$ cat src/rtl/ibex_pkg.sv
// Shared types for the instruction-bus arbiter slice.
// Source IDs and the default outstanding-transaction depth.
package ibex_pkg;

  typedef enum logic {
    SRC_CORE = 1'b0,
    SRC_AUX  = 1'b1
  } instr_src_e;

  // Default MaxOutstanding: two fetches in flight.
  localparam int unsigned IBUS_MAX_OUTSTANDING = 2;

endpackage

$ cat src/rtl/ibex_instr_bus_arbiter_if.sv
// req/gnt/rvalid split-transaction instruction bus.
// master issues requests, slave grants and responds.
interface ibex_instr_bus_arbiter_if;

  logic        req;
  logic [31:0] addr;
  logic        gnt;
  logic        rvalid;
  logic [31:0] rdata;
  logic        err;

  modport master (
    output req, addr,
    input  gnt, rvalid, rdata, err
  );

  modport slave (
    input  req, addr,
    output gnt, rvalid, rdata, err
  );

endinterface

$ cat src/rtl/ibex_id_fifo.sv
// 1-bit wide source-ID FIFO with wrap-around pointers.
// Registered count, no bypass from push to pop.
module ibex_id_fifo #(
  parameter  int unsigned Depth = 2,
  localparam int unsigned CntW  = $clog2(Depth + 1)
) (
  input  logic            clk_i,
  input  logic            rst_ni,
  input  logic            push_i,
  input  logic            data_i,
  input  logic            pop_i,
  output logic            data_o,
  output logic [CntW-1:0] count_o
);

  localparam int unsigned PtrW = (Depth > 1) ? $clog2(Depth) : 1;
  localparam logic [PtrW-1:0] LastPtr = PtrW'(Depth - 1);

  logic [Depth-1:0] mem_q, mem_d;
  logic [PtrW-1:0]  wptr_q, wptr_d;
  logic [PtrW-1:0]  rptr_q, rptr_d;
  logic [CntW-1:0]  count_q, count_d;
  logic             do_push, do_pop;

  assign do_push = push_i & (count_q != CntW'(Depth));
  assign do_pop  = pop_i & (count_q != '0);

  always_comb begin
    mem_d   = mem_q;
    wptr_d  = wptr_q;
    rptr_d  = rptr_q;
    count_d = count_q;
    if (do_push) begin
      mem_d[wptr_q] = data_i;
      wptr_d = (wptr_q == LastPtr) ? '0 : wptr_q + PtrW'(1);
    end
    if (do_pop) begin
      rptr_d = (rptr_q == LastPtr) ? '0 : rptr_q + PtrW'(1);
    end
    unique case ({do_push, do_pop})
      2'b10:   count_d = count_q + CntW'(1);
      2'b01:   count_d = count_q - CntW'(1);
      default: count_d = count_q;
    endcase
  end

  always_ff @(posedge clk_i or negedge rst_ni) begin
    if (!rst_ni) begin
      mem_q   <= '0;
      wptr_q  <= '0;
      rptr_q  <= '0;
      count_q <= '0;
    end else begin
      mem_q   <= mem_d;
      wptr_q  <= wptr_d;
      rptr_q  <= rptr_d;
      count_q <= count_d;
    end
  end

  assign data_o  = mem_q[rptr_q];
  assign count_o = count_q;

endmodule

$ cat src/rtl/ibex_instr_bus_arbiter.sv
// Round-robin arbiter sharing one instruction-memory port
// between the core fetch path and an auxiliary master.
module ibex_instr_bus_arbiter
  import ibex_pkg::*;
#(
  parameter int unsigned MaxOutstanding = IBUS_MAX_OUTSTANDING
) (
  input  logic clk_i,
  input  logic rst_ni,
  ibex_instr_bus_arbiter_if.slave  core,
  ibex_instr_bus_arbiter_if.slave  aux,
  ibex_instr_bus_arbiter_if.master mem,
  output logic busy_o,
  output logic protocol_err_o
);

  localparam int unsigned CntW = $clog2(MaxOutstanding + 1);

  instr_src_e      sel, sel_q, sel_d;
  instr_src_e      last_q, last_d;
  instr_src_e      head;
  logic            head_bit;
  logic            lock_q, lock_d;
  logic            perr_q, perr_d;
  logic [CntW-1:0] count;
  logic            can_issue, sel_req, any_req;
  logic            hs, pop, empty;

  // Capacity comes from registered state only: no gnt/rvalid -> req path.
  assign can_issue = count < CntW'(MaxOutstanding);
  assign empty     = count == '0;
  assign any_req   = core.req | aux.req;

  always_comb begin
    sel = instr_src_e'(~last_q);
    if (lock_q) begin
      sel = sel_q;
    end else if (core.req & ~aux.req) begin
      sel = SRC_CORE;
    end else if (aux.req & ~core.req) begin
      sel = SRC_AUX;
    end
  end

  assign sel_req = (sel == SRC_AUX) ? aux.req : core.req;

  assign mem.req  = rst_ni & can_issue & sel_req;
  assign mem.addr = !any_req         ? '0       :
                    (sel == SRC_AUX) ? aux.addr : core.addr;

  assign hs       = mem.req & mem.gnt;
  assign core.gnt = hs & (sel == SRC_CORE);
  assign aux.gnt  = hs & (sel == SRC_AUX);

  assign pop  = mem.rvalid & ~empty;
  assign head = instr_src_e'(head_bit);

  assign core.rvalid = pop & (head == SRC_CORE);
  assign core.rdata  = core.rvalid ? mem.rdata : '0;
  assign core.err    = core.rvalid & mem.err;
  assign aux.rvalid  = pop & (head == SRC_AUX);
  assign aux.rdata   = aux.rvalid ? mem.rdata : '0;
  assign aux.err     = aux.rvalid & mem.err;

  // A stalled request holds its port; a dropped req releases it.
  always_comb begin
    lock_d = mem.req & ~mem.gnt;
    sel_d  = lock_d ? sel : sel_q;
    last_d = hs ? sel : last_q;
    perr_d = perr_q | (mem.rvalid & empty);
  end

  always_ff @(posedge clk_i or negedge rst_ni) begin
    if (!rst_ni) begin
      lock_q <= 1'b0;
      sel_q  <= SRC_CORE;
      last_q <= SRC_AUX;
      perr_q <= 1'b0;
    end else begin
      lock_q <= lock_d;
      sel_q  <= sel_d;
      last_q <= last_d;
      perr_q <= perr_d;
    end
  end

  ibex_id_fifo #(
    .Depth (MaxOutstanding)
  ) u_id_fifo (
    .clk_i   (clk_i),
    .rst_ni  (rst_ni),
    .push_i  (hs),
    .data_i  (sel),
    .pop_i   (pop),
    .data_o  (head_bit),
    .count_o (count)
  );

  assign busy_o         = ~empty;
  assign protocol_err_o = perr_q;

endmodule

$ cat src/flat_wrapper.sv
// flat-port wrapper written by rule: the top's interface ports become plain ports
module ibex_instr_bus_arbiter_flat import ibex_pkg::*;
#(
  parameter int unsigned MaxOutstanding = IBUS_MAX_OUTSTANDING
)
  (clk_i, rst_ni, busy_o, protocol_err_o, core_req, core_addr, core_gnt, core_rvalid, core_rdata, core_err, aux_req, aux_addr, aux_gnt, aux_rvalid, aux_rdata, aux_err, mem_req, mem_addr, mem_gnt, mem_rvalid, mem_rdata, mem_err);
  ibex_instr_bus_arbiter_if core_i ();
  ibex_instr_bus_arbiter_if aux_i ();
  ibex_instr_bus_arbiter_if mem_i ();
  input  logic clk_i;
  input  logic rst_ni;
  output logic busy_o;
  output logic protocol_err_o;
  input wire logic [$bits(core_i.req)-1:0] core_req;
  input wire logic [$bits(core_i.addr)-1:0] core_addr;
  output wire logic [$bits(core_i.gnt)-1:0] core_gnt;
  output wire logic [$bits(core_i.rvalid)-1:0] core_rvalid;
  output wire logic [$bits(core_i.rdata)-1:0] core_rdata;
  output wire logic [$bits(core_i.err)-1:0] core_err;
  input wire logic [$bits(aux_i.req)-1:0] aux_req;
  input wire logic [$bits(aux_i.addr)-1:0] aux_addr;
  output wire logic [$bits(aux_i.gnt)-1:0] aux_gnt;
  output wire logic [$bits(aux_i.rvalid)-1:0] aux_rvalid;
  output wire logic [$bits(aux_i.rdata)-1:0] aux_rdata;
  output wire logic [$bits(aux_i.err)-1:0] aux_err;
  output wire logic [$bits(mem_i.req)-1:0] mem_req;
  output wire logic [$bits(mem_i.addr)-1:0] mem_addr;
  input wire logic [$bits(mem_i.gnt)-1:0] mem_gnt;
  input wire logic [$bits(mem_i.rvalid)-1:0] mem_rvalid;
  input wire logic [$bits(mem_i.rdata)-1:0] mem_rdata;
  input wire logic [$bits(mem_i.err)-1:0] mem_err;
  assign core_i.req = core_req;
  assign core_i.addr = core_addr;
  assign core_gnt = core_i.gnt;
  assign core_rvalid = core_i.rvalid;
  assign core_rdata = core_i.rdata;
  assign core_err = core_i.err;
  assign aux_i.req = aux_req;
  assign aux_i.addr = aux_addr;
  assign aux_gnt = aux_i.gnt;
  assign aux_rvalid = aux_i.rvalid;
  assign aux_rdata = aux_i.rdata;
  assign aux_err = aux_i.err;
  assign mem_req = mem_i.req;
  assign mem_addr = mem_i.addr;
  assign mem_i.gnt = mem_gnt;
  assign mem_i.rvalid = mem_rvalid;
  assign mem_i.rdata = mem_rdata;
  assign mem_i.err = mem_err;
  ibex_instr_bus_arbiter #(.MaxOutstanding(MaxOutstanding)) u_core (.clk_i(clk_i), .rst_ni(rst_ni), .core(core_i), .aux(aux_i), .mem(mem_i), .busy_o(busy_o), .protocol_err_o(protocol_err_o));
endmodule
$ cat config.mk
export PLATFORM = sky130hd
export DESIGN_NAME = ibex_instr_bus_arbiter_flat
export DESIGN_NICKNAME = d
export VERILOG_FILES = /design/src/rtl/ibex_pkg.sv /design/src/rtl/ibex_instr_bus_arbiter_if.sv /design/src/rtl/ibex_id_fifo.sv /design/src/rtl/ibex_instr_bus_arbiter.sv /design/src/flat_wrapper.sv
export SDC_FILE = /design/constraint.sdc
export NUM_CORES = 1
export LEC_CHECK = 0
export ABC_AREA = 1
export CORE_AREA = 2 2 81 83
export DETAILED_ROUTE_END_ITERATION = 12
export DIE_AREA = 0 0 83 85
export PLACE_DENSITY_LB_ADDON = 0.1
export SLEW_MARGIN = 30
export SYNTH_ARGS = -nofsm -noshare
export SYNTH_HDL_FRONTEND = slang
export SYNTH_SLANG_ARGS = --single-unit
$ cat constraint.sdc
create_clock -name clk_i -period 3.2 [get_ports clk_i]
set_input_delay 0.64 -clock clk_i [delete_from_list [all_inputs] [get_ports clk_i]]
set_output_delay 0.64 -clock clk_i [all_outputs]
set_load 0.1 [all_outputs]
After elaboration in Yosys (flattened, before gate mapping). Cells that the tools add are included.

Flip-flop bits (word level): 10. Input bits: 103. Output and inout bits: 105. Logic and storage cells: 64.

$add $sub $neg: 4. $lt $le $gt $ge: 4. Equal/unequal tests: 3. Mux-type cells: 16. Bitwise logic cells: 25. Reduce and logical (&&, ||, !) cells: 4.

Operator list (number): 32-bit two-way mux (4); 1-bit bitwise AND (16); 1-bit two-way mux (9); 1-bit NOT (7); 1-bit by 2-bit < comparator with 1-bit output (second input constant) (2); 2-bit one-hot mux with 2 select lines (1); 2-bit nonzero test (2); 1-bit adder (second input constant) (2); 2-bit by 1-bit adder with 2-bit output (second input constant) (1); 2-bit bitwise mux (1); 2-bit by 1-bit equality test with 1-bit output (second input constant) (1); 2-bit equality test (second input constant) (1); 2-bit zero test (1); 2-bit < comparator (second input constant) (1); 2-bit != test (second input constant) (1); 1-bit OR (2); 2-bit by 1-bit subtractor with 2-bit output (second input constant) (1); 1-bit demux with 1-bit select (1); 1-bit greater-or-equal comparator (second input constant) (1); 1-bit logical AND (1).

Longest topological paths before layout. Gate-level depths: netlist of the first run.

Depth after elaboration: 11. Mapped depth: 11. Mapped depth without buffers: 11.

By module. A second synthesis of the first run with hierarchy kept.

Cells, all modules: 296. Area total of the unflattened synthesis: 1595.3 µm².

By module, submodules not included: ibex_instr_bus_arbiter (times used 1, cells each 255, area an instance 1277.5 µm²); ibex_id_fifo (times used 1, cells each 41, area an instance 317.8 µm²).

Worst setup path after synthesis of the first run. Ideal clock, no wire load.

Kind: register -> output. Start point: register u_core.u_id_fifo.count_q[0], in the netlist u_core.u_id_fifo.count_o[0]. End point: output port aux_rdata[10]. Arrival time: 3.906 ns. Data required time: 2.560 ns. Setup slack: -1.346 ns. Stages on the path, launching flop included: 7. Cells stage by stage: dfrtp_1 -> or2_4 -> nand2_2 -> nor2_1 -> inv_2 -> buf_6 -> nor2_1.

Word-level cells in the longest chain between the ends: 5.

Ends and longest elaborated chain: start: declaration (line ibex_id_fifo.sv:22) `logic [CntW-1:0] count_q, count_d;`; start signal: assignment (line ibex_id_fifo.sv:57) `count_q <= count_d;`; 2-bit zero test (line ibex_instr_bus_arbiter.sv:31) `assign empty = count == '0;`; 1-bit NOT; net busy_o (line flat_wrapper.sv:12) `output logic busy_o;`; 1-bit bitwise AND (line ibex_instr_bus_arbiter.sv:55) `assign pop = mem.rvalid & ~empty;`; 1-bit bitwise AND (line ibex_instr_bus_arbiter.sv:61) `assign aux.rvalid = pop & (head == SRC_AUX);`; net aux_rvalid (line flat_wrapper.sv:23) `output wire logic [$bits(aux_i.rvalid)-1:0] aux_rvalid;`; 32-bit two-way mux (line ibex_instr_bus_arbiter.sv:62) `assign aux.rdata = aux.rvalid ? mem.rdata : '0;`; end: declaration (line flat_wrapper.sv:24) `output wire logic [$bits(aux_i.rdata)-1:0] aux_rdata;`.

The timed path passes the listed nets, and every way through them passes these cells.

Final worst setup path of the first run.
Start point: input port core_req. End point: output port core_gnt.

Word-level cells in the longest chain between the ends: 9.

Ends and longest elaborated chain: start: declaration (line flat_wrapper.sv:14) `input wire logic [$bits(core_i.req)-1:0] core_req;`; 1-bit NOT (line ibex_instr_bus_arbiter.sv:40) `end else if (aux.req & ~core.req) begin`; 1-bit bitwise AND (line ibex_instr_bus_arbiter.sv:40); 1-bit two-way mux (line ibex_instr_bus_arbiter.sv:40); 1-bit two-way mux (line ibex_instr_bus_arbiter.sv:38) `end else if (core.req & ~aux.req) begin`; 1-bit two-way mux (line ibex_instr_bus_arbiter.sv:36) `if (lock_q) begin`; 1-bit two-way mux (line ibex_instr_bus_arbiter.sv:45) `assign sel_req = (sel == SRC_AUX) ? aux.req : core.req;`; 1-bit bitwise AND (line ibex_instr_bus_arbiter.sv:47) `assign mem.req = rst_ni & can_issue & sel_req;`; 1-bit bitwise AND (line ibex_instr_bus_arbiter.sv:51) `assign hs = mem.req & mem.gnt;`; 1-bit bitwise AND * (line ibex_instr_bus_arbiter.sv:52) `assign core.gnt = hs & (sel == SRC_CORE);`; end: declaration (line flat_wrapper.sv:16) `output wire logic [$bits(core_i.gnt)-1:0] core_gnt;`.

Every way passes the cells marked *; elsewhere a longest branch is shown, timed or not.

==> results.py, run 1 <==
metrics = {
    "sta": {
        "fin_worst_skew_ns": 0.00697,
        "hold_viol_final": 0,
        "tightest_slew_ns": 0.621,
        "rsz0062_at_grt": "no",
        "setup_slack_ns": 0.192,
        "fin_crit_ns": 3.01,
        "max-slew-margin-rel_pct": 58.5,
        "drv_slew": 0,
        "fin_crit_sh_pct": 94.0,
        "setup_viol": 0,
        "whs_ns": 0.466,
        "max_freq_ghz": 0.333,
    },
    "synthesis": {
        "syn_avg_cell_area_um2": 5.49,
        "synthTopCellsByArea": "nand2_1, nor2_1, dfrtp_1",
        "synth.yosys.warnings": 0,
        "synth_nets": 381,
        "yosysTopAreaCell": "nand2_1",
        "synth_top_area_share_pct": 18.5,
        "synth_cell_types": 27,
        "async_reset_ff_share_pct": 100,
        "synth_edf_count": 0,
        "synth_commonest_cells": "nand2_1, nor2_1, inv_1",
        "syn_area_um2": 1520,
        "ys.flop_type": "dfrtp_1",
        "synth_seq_cells": 10,
        "yosysMostFrequentCell": "nand2_1",
        "synth_cells": 277,
        "seq_area_frac_synth_pct": 16.5,
    },
    "detailed_routing": {
        "drcViolationCount": 0,
        "routedWlPerCell_um": 14.4,
        "drt-initial-drc-count": 50,
        "routed_wl_um": 8000,
        "ant_nets": 0,
        "drt_first_pass_iters": 4,
        "drt-vias-per-instance": 4.52,
        "vias": 2514,
    },
    "worst_setup_path": {
        "end_kind": "primary output",
        "r2r_cells": 11,
        "regToRegSetupSlack_ns": 1.18,
        "crit_path_max_fanout": 7,
        "arrival_ns": 2.37,
        "path_cells": "clkdlybuf4s50_1 -> nor2_1 -> nor2_2 -> nand2_2 -> nand3_2 -> nand2_2 -> nor2_4 -> nand2_4 -> nor2_1 -> buf_12",
        "crit_path_max_incr_delay_ns": 0.57,
        "crit_type": "primary input to primary output",
        "r2r-end": "u_core.u_id_fifo.count_o[1]$_DFFE_PN0P_",
        "reg2reg_from": "u_core.last_q$_DFFE_PN1N_",
        "cp-start-kind": "primary input",
        "slowest_stage": "clkdlybuf4s50_1",
        "critical_path_required_ns": 2.56,
    },
    "floorplanning": {
        "io_pins": 208,
        "die_w_um": 83,
        "start_util_pct": 24.5,
        "rows": 29,
        "fp.coreArea_um2": 6200,
        "fp.dieH_um": 85,
        "dieArea_um2": 7060,
    },
    "job": {
        "cap_violations": 0,
    },
    "clock_tree": {
        "cts-root-buf": "clkbuf_8",
        "h-tree-depth": 1,
        "cts_buffer_depth": 2,
        "cts_resized": 0,
        "post_cts_buffers": 0,
        "cts.sinks": 10,
        "clk_latency_ns": 0.24,
        "holdBufCountCts": 0,
        "cts_tree": "done",
        "clk_pin_slew_worst_paths_ns": 0.04,
        "cts_buffers": 3,
    },
    "place": {
        "dpl-instance-area_um2": 5070,
        "dp_hpwl_um": 7220,
        "gp_congestion": 0.789,
        "portBuffers": 207,
        "pre_cts_slack_ns": 0.117,
    },
    "final_layout": {
        "area_delta_synth_final_pct": 237,
        "antenna_cells": 0,
        "final_core_util_pct": 82.5,
        "fin_nets": 584,
        "drive_gt1_share_pct": 46.3,
        "fin_area_um2": 5120,
    },
    "run_status": {
        "outcome": "finished, final reports clean",
    },
    "pwr": {
        "powerDensity_nw_per_um2": 1040,
        "power.leakage_uw": 0.00218,
        "peakVddDrop_v": 0.000712,
    },
    "min_path": {
        "hold_end": "u_core.u_id_fifo.mem_q[0]$_DFFE_PN0P_",
        "hold_start": "u_core.u_id_fifo.mem_q[0]$_DFFE_PN0P_",
        "hold_depth": 2,
        "worstHoldPathType": "flop to flop",
    },
    "global_routing": {
        "gr-total-overflow": 0,
        "grt_use_total_pct": 21.9,
        "grt_max_degree": 34,
        "antenna_found_initial": 0,
        "grt_pass1_wl_um": 12500,
        "grt_pass1_vias": 2585,
    },
}
routing by layer:
metal / track usage, % / routed length, um
met1: 19.7 / 2430
met2: 44.6 / 4520
met3: 7.00 / 711
met4: 8.79 / 339
met5: 0 / 0
where the power goes:
group / internal [uW] / total, uW / leakage (uW) / switching (uW)
combinational: 1610 / 4970 / 0.00204 / 3360
clock: 87.1 / 135 / 0.0000228 / 48.3
sequential: 186 / 224 / 0.000118 / 38.1
total: 1880 / 5330 / 0.00218 / 3450
critical path: cells and delay by family:
family / cells / cell delay (ns)
buffers and inverters: 2 / 0.78
and+or+nand+nor: 8 / 0.94
logic make-up after synthesis:
group / count (synthesis) / synth area share [%]
AOI/OAI and AO/OA: 39 / 13.0
xor gates and xnor gates: 3 / 1.73
and+or+nand+nor: 163 / 47.4
DFF: 10 / 16.5
buffers and inverters: 61 / 20.5
adders and majority gates: 1 / 0.823
flip-flops by register name, summed over array words and instances (netlist names):
name,cells
u_core.last_q,1
u_core.lock_q,1
u_core.protocol_err_o,1
u_core.sel_q,1
u_core.u_id_fifo.count_o,2
u_core.u_id_fifo.mem_q,2
u_core.u_id_fifo.rptr_q,1
u_core.u_id_fifo.wptr_q,1
stage by stage:
step,instances,power [uW],setup TNS (ns)
floorplan,277,3520,-3.52
global placement,551,5180,0
detailed placement,552,5230,0
CTS,556,5370,0
global route,556,5500,0
finish,556,5330,0
area by class of cell:
type / instances / area [um^2]
repair buffers: 213 / 3190
multi-input cells: 206 / 1360
clock buffers: 4 / 45.0
inverters: 46 / 175
fillers: 400 / 1080
flip-flops and latches: 10 / 251
well taps: 77 / 96.3
cells in the final DEF, fill, tap and decap left out:
cell,synthesis,routed
buf_12,1,105
clkdlybuf4s50_1,0,102
nand2_1,75,75
inv_1,43,43
nor2_4,6,37
a21oi_2,0,32
nor2_2,7,27
nor2_1,62,11
dfrtp_1,9,9
nand2_2,4,4
buf_4,0,4
clkbuf_8,0,3
nand2_4,2,2
inv_2,2,2
o21ai_0,2,2
a21oi_1,34,2
xnor2_1,2,2
o21ai_1,2,2
nand3_1,2,2
nand4_1,2,2
or2_4,1,1
or2_1,1,1
inv_4,1,1
nand3_2,1,1
o21bai_1,1,1
xor2_1,1,1
ha_1,1,1
clkbuf_1,3,1
buf_16,0,1
buf_6,8,1
dfstp_2,1,1
how the worst max path moves through the flow:
stage | start | end | slack (ns) | cells after the start
4_1_cts | core_req | mem_addr[11] | 0.11 | 9
6_report | core_req | core_gnt | 0.19 | 10
3_5_place_dp | core_req | mem_addr[11] | 0.12 | 9
3_3_place_gp | core_req | mem_addr[3] | 0.17 | 9
5_1_grt | core_req | mem_addr[9] | 0.05 | 10
2_1_floorplan | core_req | aux_gnt | -0.43 | 7
No activity file was read; power rests on OpenSTA's default activity.
==> run 2: changes to the inputs <==
--- a/config.mk
+++ b/config.mk
@@ -10,6 +10,7 @@
 export DETAILED_ROUTE_END_ITERATION = 12
 export DIE_AREA = 0 0 83 85
 export PLACE_DENSITY_LB_ADDON = 0.1
+export SKIP_LAST_GASP = 1
 export SLEW_MARGIN = 30
 export SYNTH_ARGS = -nofsm -noshare
 export SYNTH_HDL_FRONTEND = slang
==> results of run 2 <==
Same layout as run 1: the final DEF is identical, and so are final timing and power.
